### config.mk
export PLATFORM = sky130hd
export DESIGN_NAME = mem_responder
export DESIGN_NICKNAME = d
export VERILOG_FILES = /design/src/rtl/cpu_types_pkg.sv /design/src/rtl/access_timer.sv /design/src/rtl/mem_responder.sv
export SDC_FILE = /design/constraint.sdc
export NUM_CORES = 1
export LEC_CHECK = 0
export ABC_AREA = 1
export BUFFER_PORTS_ARGS = -buffer_cell sky130_fd_sc_hd__buf_2
export CAP_MARGIN = 20
export CELL_PAD_IN_SITES_DETAIL_PLACEMENT = 0
export CELL_PAD_IN_SITES_GLOBAL_PLACEMENT = 1
export CORE_ASPECT_RATIO = 0.8
export CORE_MARGIN = 5
export CORE_UTILIZATION = 39
export CTS_BUF_LIST = sky130_fd_sc_hd__clkbuf_2 sky130_fd_sc_hd__clkbuf_4 sky130_fd_sc_hd__clkbuf_8
export DETAILED_ROUTE_END_ITERATION = 16
export PLACE_DENSITY_LB_ADDON = 0.12
export SYNTH_ARGS = -nofsm -noshare
export SYNTH_HDL_FRONTEND = slang
export SYNTH_SLANG_ARGS = --single-unit
### constraint.sdc
create_clock -name CLK -period 6.8 [get_ports CLK]
set_input_delay 0.34 -clock CLK [delete_from_list [all_inputs] [get_ports CLK]]
set_output_delay 0.34 -clock CLK [all_outputs]
set_load 0.03 [all_outputs]
### src/rtl/cpu_types_pkg.sv
// Shared types for the memory responder slice.
//   ramstate_t      : status reported by the RAM model
//   memresp_state_t : responder FSM states
//   word_t          : native 32-bit data word
package cpu_types_pkg;

    typedef enum logic [1:0] {
        FREE   = 2'd0,
        BUSY   = 2'd1,
        ACCESS = 2'd2,
        ERROR  = 2'd3
    } ramstate_t;

    typedef enum logic [2:0] {
        IDLE  = 3'd0,
        DACC  = 3'd1,
        IACC  = 3'd2,
        DDONE = 3'd3,
        IDONE = 3'd4
    } memresp_state_t;

    typedef logic [31:0] word_t;

endpackage

### src/rtl/access_timer.sv
// Wait-cycle bound for one RAM access.
//   CLK, RST : clock, async active-high reset
//   clr      : reload the bound (held while no access is in progress)
//   en       : count this cycle as a wait cycle
//   expired  : this enabled cycle is the TIMEOUT-th wait cycle
module access_timer #(
    parameter int TIMEOUT = 16
) (
    input  logic CLK,
    input  logic RST,
    input  logic clr,
    input  logic en,
    output logic expired
);
    localparam int CW = $clog2(TIMEOUT + 1);

    logic [CW-1:0] cnt;

    always_ff @(posedge CLK or posedge RST) begin
        if (RST) begin
            cnt <= CW'(TIMEOUT);
        end else if (clr) begin
            cnt <= CW'(TIMEOUT);
        end else if (en && cnt != '0) begin
            cnt <= cnt - CW'(1);
        end
    end

    // Terminal count: the last remaining wait cycle is being consumed now.
    assign expired = en && (cnt == CW'(1));

endmodule

### src/rtl/mem_responder.sv
// Memory-side responder: arbitrates instruction/data requests onto a
// single-ported RAM (data first) and answers with one-cycle hit pulses.
//   CLK, RST                 : clock, async active-high reset
//   iREN/iaddr               : instruction fetch request
//   dREN/dWEN/daddr/dstore   : data read/write request
//   ihit/iload, dhit/dload   : completion pulses and registered load data
//   ramREN/ramWEN/ramaddr/ramstore/ramload/ramstate : RAM side
//   merr                     : sticky error flag
//
// state | meaning
// IDLE  | sample requests, data beats instruction
// DACC  | data access on RAM, waits for ACCESS/ERROR/timeout
// IACC  | instruction fetch on RAM, aborts on flush
// DDONE | dhit pulse
// IDONE | ihit pulse
module mem_responder
    import cpu_types_pkg::*;
#(
    parameter int                ADDR_W   = 32,
    parameter int                DATA_W   = 32,
    parameter int                TIMEOUT  = 16,
    parameter logic [DATA_W-1:0] ERR_WORD = 32'hBAD1BAD1
) (
    input  logic              CLK,
    input  logic              RST,
    input  logic              iREN,
    input  logic [ADDR_W-1:0] iaddr,
    input  logic              dREN,
    input  logic              dWEN,
    input  logic [ADDR_W-1:0] daddr,
    input  logic [DATA_W-1:0] dstore,
    output logic              ihit,
    output logic              dhit,
    output logic [DATA_W-1:0] iload,
    output logic [DATA_W-1:0] dload,
    output logic              ramREN,
    output logic              ramWEN,
    output logic [ADDR_W-1:0] ramaddr,
    output logic [DATA_W-1:0] ramstore,
    input  logic [DATA_W-1:0] ramload,
    input  ramstate_t         ramstate,
    output logic              merr
);
    memresp_state_t    state, next_state;
    logic [ADDR_W-1:0] addr_q;
    logic [DATA_W-1:0] store_q;
    logic              op_write_q;
    logic [DATA_W-1:0] iload_q, dload_q;
    logic              merr_q;

    logic in_acc, tmr_en, tmr_expired, fail, iabort, got_access;

    assign in_acc     = (state == DACC) || (state == IACC);
    assign got_access = (ramstate == ACCESS);
    assign tmr_en     = in_acc && !got_access;
    // Forced completion: RAM reported an error or the wait bound ran out.
    assign fail       = in_acc && !got_access && ((ramstate == ERROR) || tmr_expired);
    // Fetch is flushed when the pipeline withdraws or redirects the request.
    assign iabort     = (state == IACC) && (!iREN || (iaddr != addr_q));

    access_timer #(
        .TIMEOUT(TIMEOUT)
    ) u_timer (
        .CLK     (CLK),
        .RST     (RST),
        .clr     (!in_acc),
        .en      (tmr_en),
        .expired (tmr_expired)
    );

    always_ff @(posedge CLK or posedge RST) begin
        if (RST) begin
            state      <= IDLE;
            addr_q     <= '0;
            store_q    <= '0;
            op_write_q <= 1'b0;
            iload_q    <= '0;
            dload_q    <= '0;
            merr_q     <= 1'b0;
        end else begin
            state <= next_state;
            case (state)
                IDLE: begin
                    if (dWEN) begin
                        addr_q     <= daddr;
                        store_q    <= dstore;
                        op_write_q <= 1'b1;
                        if (dREN) merr_q <= 1'b1;
                    end else if (dREN) begin
                        addr_q     <= daddr;
                        op_write_q <= 1'b0;
                    end else if (iREN) begin
                        addr_q <= iaddr;
                    end
                end
                DACC: begin
                    if (got_access) begin
                        if (!op_write_q) dload_q <= ramload;
                    end else if (fail) begin
                        merr_q <= 1'b1;
                        if (!op_write_q) dload_q <= ERR_WORD;
                    end
                end
                IACC: begin
                    if (!iabort) begin
                        if (got_access) begin
                            iload_q <= ramload;
                        end else if (fail) begin
                            merr_q  <= 1'b1;
                            iload_q <= ERR_WORD;
                        end
                    end
                end
                default: ;
            endcase
        end
    end

    always_comb begin
        next_state = state;
        ihit       = 1'b0;
        dhit       = 1'b0;
        ramREN     = 1'b0;
        ramWEN     = 1'b0;
        ramaddr    = '0;
        ramstore   = '0;
        case (state)
            IDLE: begin
                if (dWEN || dREN) next_state = DACC;
                else if (iREN)    next_state = IACC;
            end
            DACC: begin
                ramREN   = !op_write_q;
                ramWEN   = op_write_q;
                ramaddr  = addr_q;
                ramstore = op_write_q ? store_q : '0;
                if (got_access || fail) next_state = DDONE;
            end
            IACC: begin
                ramREN  = 1'b1;
                ramaddr = addr_q;
                if (iabort)                  next_state = IDLE;
                else if (got_access || fail) next_state = IDONE;
            end
            DDONE: begin
                dhit       = 1'b1;
                next_state = IDLE;
            end
            IDONE: begin
                ihit       = 1'b1;
                next_state = IDLE;
            end
            default: next_state = IDLE;
        endcase
    end

    assign iload = iload_q;
    assign dload = dload_q;
    assign merr  = merr_q;

endmodule
Yosys cells after proc, flatten, opt, wreduce, memory -nomap -nowiden
Index checks and enable logic that the tools add are counted.

Register bits after elaboration: 138. Word-level logic and storage cells: 86. Output and inout bits: 133.

Reductions and logical operators: 27. $add $sub $neg: 1. Equal/unequal tests: 17. Bitwise operators: 1. Multiplexer cells: 32.

Operators with widths (number): two-way mux 32 bit (12); != test 32 bit (1); two-way mux 3 bit (5); two-way mux 1 bit (10); two-way mux 5 bit (2); != test 2 bit (second input constant) (5); one-hot mux 3 bit (3 select lines) (1); AND reduction 4 bit (2); equality test 3 x 2 -> 1 bit (second input constant) (2); AND reduction 2 bit (3); AND reduction 3 bit (2); nonzero test 3 bit (2); equality test 5 x 1 -> 1 bit (second input constant) (1); logical AND 1 bit (5); logical OR 1 bit (5); nonzero test 5 bit (1); subtractor 5 x 1 -> 5 bit (second input constant) (1); equality test 2 bit (second input constant) (2); != test 2 x 1 -> 1 bit (second input constant) (2); nonzero test 2 bit (2); equality test 3 x 1 -> 1 bit (second input constant) (1); equality test 3 bit (second input constant) (1); logical NOT 1 bit (3); logical NOT 3 bit (1); 6 further kinds (6).

Depth between registers and ports, before layout
Gate-level depths: netlist (run 1).

Word-level depth: 10. Gate-level depth with buffers: 13. Mapped depth without buffers: 12.

By module
A second synthesis (run 1) with hierarchy kept.

Cells, all modules: 993. Area, all modules: 7447.1 um^2.

Modules (own cells, without submodules): mem_responder (area each 7125.6 um^2, cells an instance 951, times used 1, sequential area each 3328.2 um^2); access_timer (area each 321.6 um^2, cells an instance 42, times used 1, sequential area each 126.4 um^2).

Worst setup path after synthesis (run 1)
No wires, ideal clock.

Path type: register to output. Start point: register state[1]. End point: output ramaddr[10]. Path buffers: 1. Setup slack: 4.909 ns. Cell stages (with the launch flop): 7. Arrival: 1.551 ns. Data required time: 6.460 ns. Path through: dfrtp_1 > nor2_4 > nand2_4 > nand2_4 > clkinv_1 > clkbuf_1 > nor2_1.

Cells in the longest elaborated chain, start to end: 3.

RTL lines: from (decl) (line mem_responder.sv:44) `memresp_state_t state, next_state;`; from (signal assigned) (line mem_responder.sv:81) `state <= next_state;`; equality test 3 x 1 -> 1 bit or equality test 3 x 2 -> 1 bit (tied branches) (line mem_responder.sv:127) `case (state)`; OR reduction 2 bit (no line) *; two-way mux 32 bit * (line mem_responder.sv:127); to (decl) (line mem_responder.sv:38) `output logic [ADDR_W-1:0] ramaddr,`.

Every way passes the cells marked *; elsewhere a longest branch is shown, timed or not.

Final worst setup path (run 1)
Start point: register state[1]. End point: output ramREN.

Cells in the longest elaborated chain, start to end: 2.

RTL lines: equality test 3 x 2 -> 1 bit or equality test 3 x 1 -> 1 bit (tied branches) (line mem_responder.sv:127); one-hot mux 1 bit (2 select lines) * (line mem_responder.sv:127); to (decl) (line mem_responder.sv:36) `output logic ramREN,`.

Marks and branches as above.

==> flow_metrics.tcl, run 1 <==
set metrics [dict create \
    synthToLayoutAreaGrowth_pct 26.1 \
    cts_tree "yes" \
    sw_frac_of_total_pct 48.0 \
    max-vdd-ir-drop_v 0.000221 \
    clock_path_buffers 2 \
    synthArstFlopShare_pct 100 \
    grt_start_max_net_pins 75 \
    cap_violations 0 \
    skew_ns 0.0142 \
    core_area_um2 18800 \
    critPathMaxFanout 37 \
    overflow 0 \
    holdCritPathClass "in2async" \
    dieHeight_um 133 \
    syn_nets 1110 \
    end_kind "output port" \
    finalCritPeriodShare_pct 48.9 \
    fmax_mhz 301 \
    drtIter0Drc 429 \
    routedWlPerCell_um 15.3 \
    num_rows 45 \
    clkPwrFrac_pct 17.9 \
    hpwlAfterDp_um 17200 \
    io_pins 268 \
    outcome "complete, but fails checks" \
    synthTopCellsByArea "dfrtp_1 46%, nand2_1 16%, nor2_1 8.1%" \
    cts.sinks 138 \
    yosys.cell_types.count 37 \
    start_util_pct 39.2 \
    total_power_uw 4080 \
    yosysTopAreaCell "dfrtp_1" \
    yosys_register_bits 138 \
    wirelength_um 22900 \
    p_switching_uw 1960 \
    antenna_left 0 \
    multiInputGateArea_um2 3310 \
    cts_buffers 17 \
    hold_viol 7 \
    clk_pin_slew_worst_paths_ns 0.08 \
    synth_top_area_share_pct 46.5 \
    fp.dieW_um 164 \
    n_fill_cell 1993 \
    cts_post_setup_buffers_inserted 0 \
    die_area_um2 21800 \
    p_per_area_nw_per_um2 438 \
    io_buffers 267 \
    synth-edff-count 0 \
    vias 6917 \
    routed_via_density 4.64 \
    gp_congestion 0.855 \
    clock-root-buffer "clkbuf_8" \
    cp-start-kind "flip-flop" \
    p_comb_share_pct 49.7 \
    slew_violations 0 \
    synth_area_um2 7380 \
    grt_pass1_wl_um 35700 \
    drive_above_1_share_pct 29.9 \
    worstMarginPinSlew_ns 1.04 \
    setup_viol 0 \
    critical_path_required_ns 6.46 \
    h-tree-depth 4 \
    min_period_ns 3.32 \
    synth_seq_area_share_pct 46.8 \
    p_int_uw 2120 \
    p_seq_share_pct 32.5 \
    grt_pass1_vias 6734 \
    grtUsageTotal_pct 20.6 \
    critPathArrivalTime_ns 2.98 \
    critPathKind "reg2out" \
    synthFlopType "dfrtp_1" \
    seq_area_um2 3450 \
    maxSlewHeadroom_pct 30.4 \
    antenna_found_initial 2 \
    violations "hold timing" \
    yosys_warnings 0 \
    clkLatencyLatePin_ns 0.44 \
    synth_area_per_cell_um2 7.59 \
    fin_hold_ws_ns -0.0218 \
    finalNetCount 1358 \
    leakage_uw 0.00517 \
    antenna_cells 0 \
    grt_setup_unrepaired "false" \
    dr.pass1.iters 5 \
    hold_buffers 0 \
    syn_inst 972 \
    finalSetupTns_ns 0 \
    cts_resized 0 \
    drcViolationCount 0 \
]
## stage by stage
step	setup slack [ns]	util, %	hold slack, ns	cells	area (um2)
after detailed placement	3.76	47.2	0.453	1459	8870
after global placement	3.86	47.2	0.450	1459	8870
final	3.48	49.5	-0.0218	1491	9300
after CTS	3.34	49.5	0.0226	1491	9300
after global routing	3.14	49.5	0.0133	1491	9300
after floorplan	2.77	-	0.472	972	7380
## logic make-up (layout without fill, tap and decap cells)
kind of cell | count (synthesis) | after routing | synth area share [%]
adder cells (fa/ha/maj) | 3 | 3 | 0.509
multiplexers | 32 | 32 | 4.88
XOR/XNOR | 2 | 2 | 0.237
flip-flops | 138 | 138 | 46.8
buffers and inverters | 151 | 412 | 8.57
AND/OR/NAND/NOR | 563 | 563 | 32.0
AO/OA/AOI/OAI | 83 | 83 | 7.00
## cells in the mapped netlist (2+ instances only)
cell type / count
nand2_1: 320
nor2_1: 160
dfrtp_1: 137
inv_1: 103
o21ai_0: 38
nand4_1: 34
mux2_2: 32
o211ai_1: 32
clkbuf_1: 27
nand3_1: 14
or2_2: 14
buf_2: 7
o21ai_1: 7
nor3_1: 6
buf_6: 5
nor4_1: 5
buf_4: 3
ha_1: 3
nand2_4: 3
inv_2: 2
nor2_2: 2
nor2_8: 2
o22ai_1: 2
## layer usage
layer  routed length (um)  track usage [%]
met1                11100             29.9
met2                 9600             29.8
met5                   34                0
met3                 1940             7.35
met4                  210             4.19
## placed cells by master (no fill, tap or decap), types with 14 or more instances in the layout
cell type	Yosys	routed
dfrtp_1	137	137
or2_2	14	14
nand2_1	320	320
nor2_1	160	159
o21ai_0	38	38
nand4_1	34	34
nand3_1	14	14
o211ai_1	32	32
clkbuf_8	0	18
mux2_2	32	32
buf_2	7	267
inv_1	103	102
## worst max-delay path, cell delays in order, from the launching register on
cell and delay (ns):
dfrtp_1 0.45, nor2_4 0.19, nand2_4 0.24, nor2_1 0.70
inv_1 0.54, nand2_1 0.19, buf_2 0.22
## layout make-up
class                   count  share of cell area, %
well taps                 258                   3.47
flip-flops and latches    138                   37.1
multi-input cells         683                   35.5
clock buffers              20                   2.82
repair buffers            272                   14.8
inverters                 108                   4.49
clock inverters            12                   1.76
## sequential cells by signal, summed over array words and instances (netlist names)
name,count
addr_q,32
iload,32
dload,32
op_write_q,1
store_q,32
merr,1
state,3
u_timer.cnt,5
## power by group through the flow
stage	Combinational [uW]	Sequential [uW]	Clock, uW
2_1_floorplan	1340	1440	0
3_3_place_gp	2020	1340	0
3_5_place_dp	2040	1340	0
4_1_cts	2040	1330	747
5_1_grt	2230	1370	782
6_report	2020	1320	728
## final timing paths
kind / start / endpoint / slack, ns / cells after the start
hold reg to reg: iload[13] / iload[13] / 0.47 / 2
setup reg to reg: state[1] / dload[7] / 3.87 / 8
setup / recovery: state[1] / ramREN / 3.48 / 6
max in group asynchronous: RST / store_q[6] / 5.43 / 3
min in group CLK: dstore[27] / store_q[27] / 0.12 / 2
hold / removal: RST / store_q[18] / -0.02 / 2
Note: power is estimated with default switching activity, not from simulation.
==> inputs of run 2 (changes only) <==
ABC_AREA = 0   (was 1)
CORE_UTILIZATION = 38   (was 39)
clock period = 3.1 ns   (was 6.8 ns; I/O delays follow)
==> run 2 against run 1 <==
  * Via count shrank 16%
  * Area after synthesis fell by 9.9%
  * Power grew 120%
  * Critical path type unchanged
  * Cell count shrank 21%
  * Critical endpoint is now ramstore[1]
  * Largest power group unchanged
  * Highest routed layer unchanged
  * The run now ends clean
==> flow_metrics.tcl, run 2 <==
set metrics [dict create \
    synth_common_cells "137 x dfrtp_1, 65 x and2_1, 51 x a21oi_1, 42 x nor2_1, 39 x nor4_1" \
    slew_violations 0 \
    hpwlAfterDp_um 14100 \
    skew_ns 0.0119 \
    min_period_ns 2.56 \
    io_pins 268 \
    finalNetCount 1074 \
    dr.pass1.iters 5 \
    yosysTopAreaCell "dfrtp_1" \
    max_stage_delay_ns 0.82 \
    synth_most_common_cell "dfrtp_1" \
    synth_top_area_share_pct 51.6 \
    cts.sinks 138 \
    start_util_pct 38.5 \
    clkLatencyLatePin_ns 0.43 \
    postLayoutCellArea_um2 9170 \
    syn_inst 622 \
    worst-path-buf-inv 1 \
    overflow 0 \
    hold_viol 0 \
    dieHeight_um 128 \
    grt_setup_unrepaired "false" \
    grt_busiest_layer "met2" \
    cts_resized 0 \
    vias 5799 \
    synth_area_per_cell_um2 10.7 \
    die_area_um2 20300 \
    synthFlopType "dfrtp_1" \
    critPathMaxFanout 33 \
    min_from "daddr[26]" \
    p_per_area_nw_per_um2 979 \
    max-vdd-ir-drop_v 0.000495 \
    reg2reg_depth 8 \
    worstMarginPinSlew_ns 0.934 \
    cp-startpoint "state[2]" \
    cts_post_setup_buffers_inserted 0 \
    grt_start_max_net_pins 139 \
    final_cell_mix "267 x buf_2, 137 x dfrtp_1, 65 x and2_1, 58 x dlygate4sd3_1, 51 x a21oi_1" \
    synth_area_um2 6650 \
    met3_usage_pct 7.12 \
    cp-start-kind "flip-flop" \
    routed_via_density 4.93 \
    drcViolationCount 0 \
    grt_pass1_vias 6031 \
    regToRegSetupSlack_ns 0.56 \
    synth_seq_area_share_pct 52.0 \
    met2_usage_pct 31.9 \
    cts_tree "yes" \
    leakage_uw 0.00443 \
    cts_buffers 17 \
    grt_pass1_wl_um 31500 \
    clock-root-buffer "clkbuf_8" \
    drive_above_1_share_pct 37.1 \
    antenna_found_initial 2 \
    critPathKind "reg2out" \
    finalCritPeriodShare_pct 82.5 \
    yosys.cell_types.count 40 \
    use_met1_pct 25.0 \
    syn_nets 760 \
    finalSetupTns_ns 0 \
    crit_path_end "ramstore[1]" \
    cp_cell_sequence "nor2_1 -> and3_1 -> and2_1 -> buf_2" \
    fmax_mhz 391 \
    r2r-end "iload[10]" \
    num_rows 43 \
    routedWlPerCell_um 17.0 \
    critical_path_required_ns 2.94 \
    place_area_um2 8200 \
    yosys_warnings 0 \
    total_power_uw 8980 \
    setup_viol 0 \
    synth-edff-count 0 \
    fin_util_pct 53.1 \
    drtIter0Drc 250 \
    grtUsageTotal_pct 19.6 \
    yosys_register_bits 138 \
    fp.dieW_um 158 \
    final_common_cell "buf_2" \
    clock_path_buffers 2 \
    cap_violations 0 \
    core_area_um2 17300 \
    antenna_left 0 \
    gp_congestion 0.801 \
    worst-path-stages 4 \
    h-tree-depth 4 \
    end_kind "output port" \
    slowest_stage "and3_1" \
    reg2reg_from "u_timer.cnt[1]" \
    outcome "finished, final reports clean" \
    synthToLayoutAreaGrowth_pct 38.0 \
    holdCritPathClass "in2reg" \
    synthTopCellsByArea "dfrtp_1 52%, and2_1 6.1%, mux2_2 5.4%" \
    cp_top_family "simple AND/OR/NAND/NOR gates" \
    io_buffers 267 \
    maxSlewHeadroom_pct 37.7 \
    clk_pin_slew_worst_paths_ns 0.08 \
    synthArstFlopShare_pct 100 \
    critPathArrivalTime_ns 2.40 \
    wirelength_um 20000 \
]
[run 2: changes by cell type after synthesis, sizes merged, moves of 20 or more]
cell    previous run  this run
nand4             34         2
nor2             165        42
mux2i              0        33
nand2            323        20
xor2               1        34
inv              107        22
o21ai             45         2
and2               0        65
a21oi              2        51
o211ai            32         0
nor4               5        39
nand2b             0        20
[run 2: timing repair]
item                                    in CTS  in global routing
hold buffers                                58                  0
endpoints found under the hold margin      164                  0
endpoints found under the setup margin       0                  0
[run 2: kinds of logic after synthesis]
group	synth area share, %
xor gates and xnor gates	4.87
buffers and inverters	4.10
DFF	52.0
adders and majority gates	0.565
and+or+nand+nor	17.1
muxes	10.4
AOI/OAI and AO/OA	11.0
[run 2: tightest hold or removal path: cells and delay by family]
kind                   cells  cell delay [ns]
multiplexers               1             0.05
AO/OA/AOI/OAI              1             0.13
buffers and inverters      1             0.08
[run 2: report_power, final]
group	internal, uW	leakage (uW)	switching, uW
clock	713	0.000188	729
sequential	2440	0.00157	412
combinational	1650	0.00267	3040
[run 2: worst min-delay path by stage]
| stage | depth (start not counted) | endpoint |
|---|---|---|
| after floorplan | 1 | state[0] |
| after global placement | 2 | store_q[23] |
| after detailed placement | 2 | store_q[1] |
| after CTS | 3 | addr_q[26] |
| after global routing | 3 | addr_q[14] |
| final | 3 | addr_q[26] |
[run 2: stage by stage]
stage                     hold WS, ns  worst slack [ns]  instances
after floorplan                 0.294             0.746        622
after global placement          0.390             0.639       1084
after detailed placement        0.397             0.584       1084
after CTS                     0.00176             0.513       1174
after global routing           0.0156             0.240       1175
final                          0.0284             0.542       1176
[run 2: final cells by class]
class,count,area [um2]
clock buffers,17,234
multi-input cells,419,2940
diodes,2,5.00
fillers,1587,8100
well taps,225,282
repair buffers,338,2030
clock inverters,15,150
flip-flops and latches,138,3450
inverters,22,86.3
[run 2: routing by layer]
metal	vias to the layer above	part of all wire [%]
met1	2771	43
li1	2791	-
met5	-	0.065
met4	2	1.5
met3	31	9.3
met2	204	47
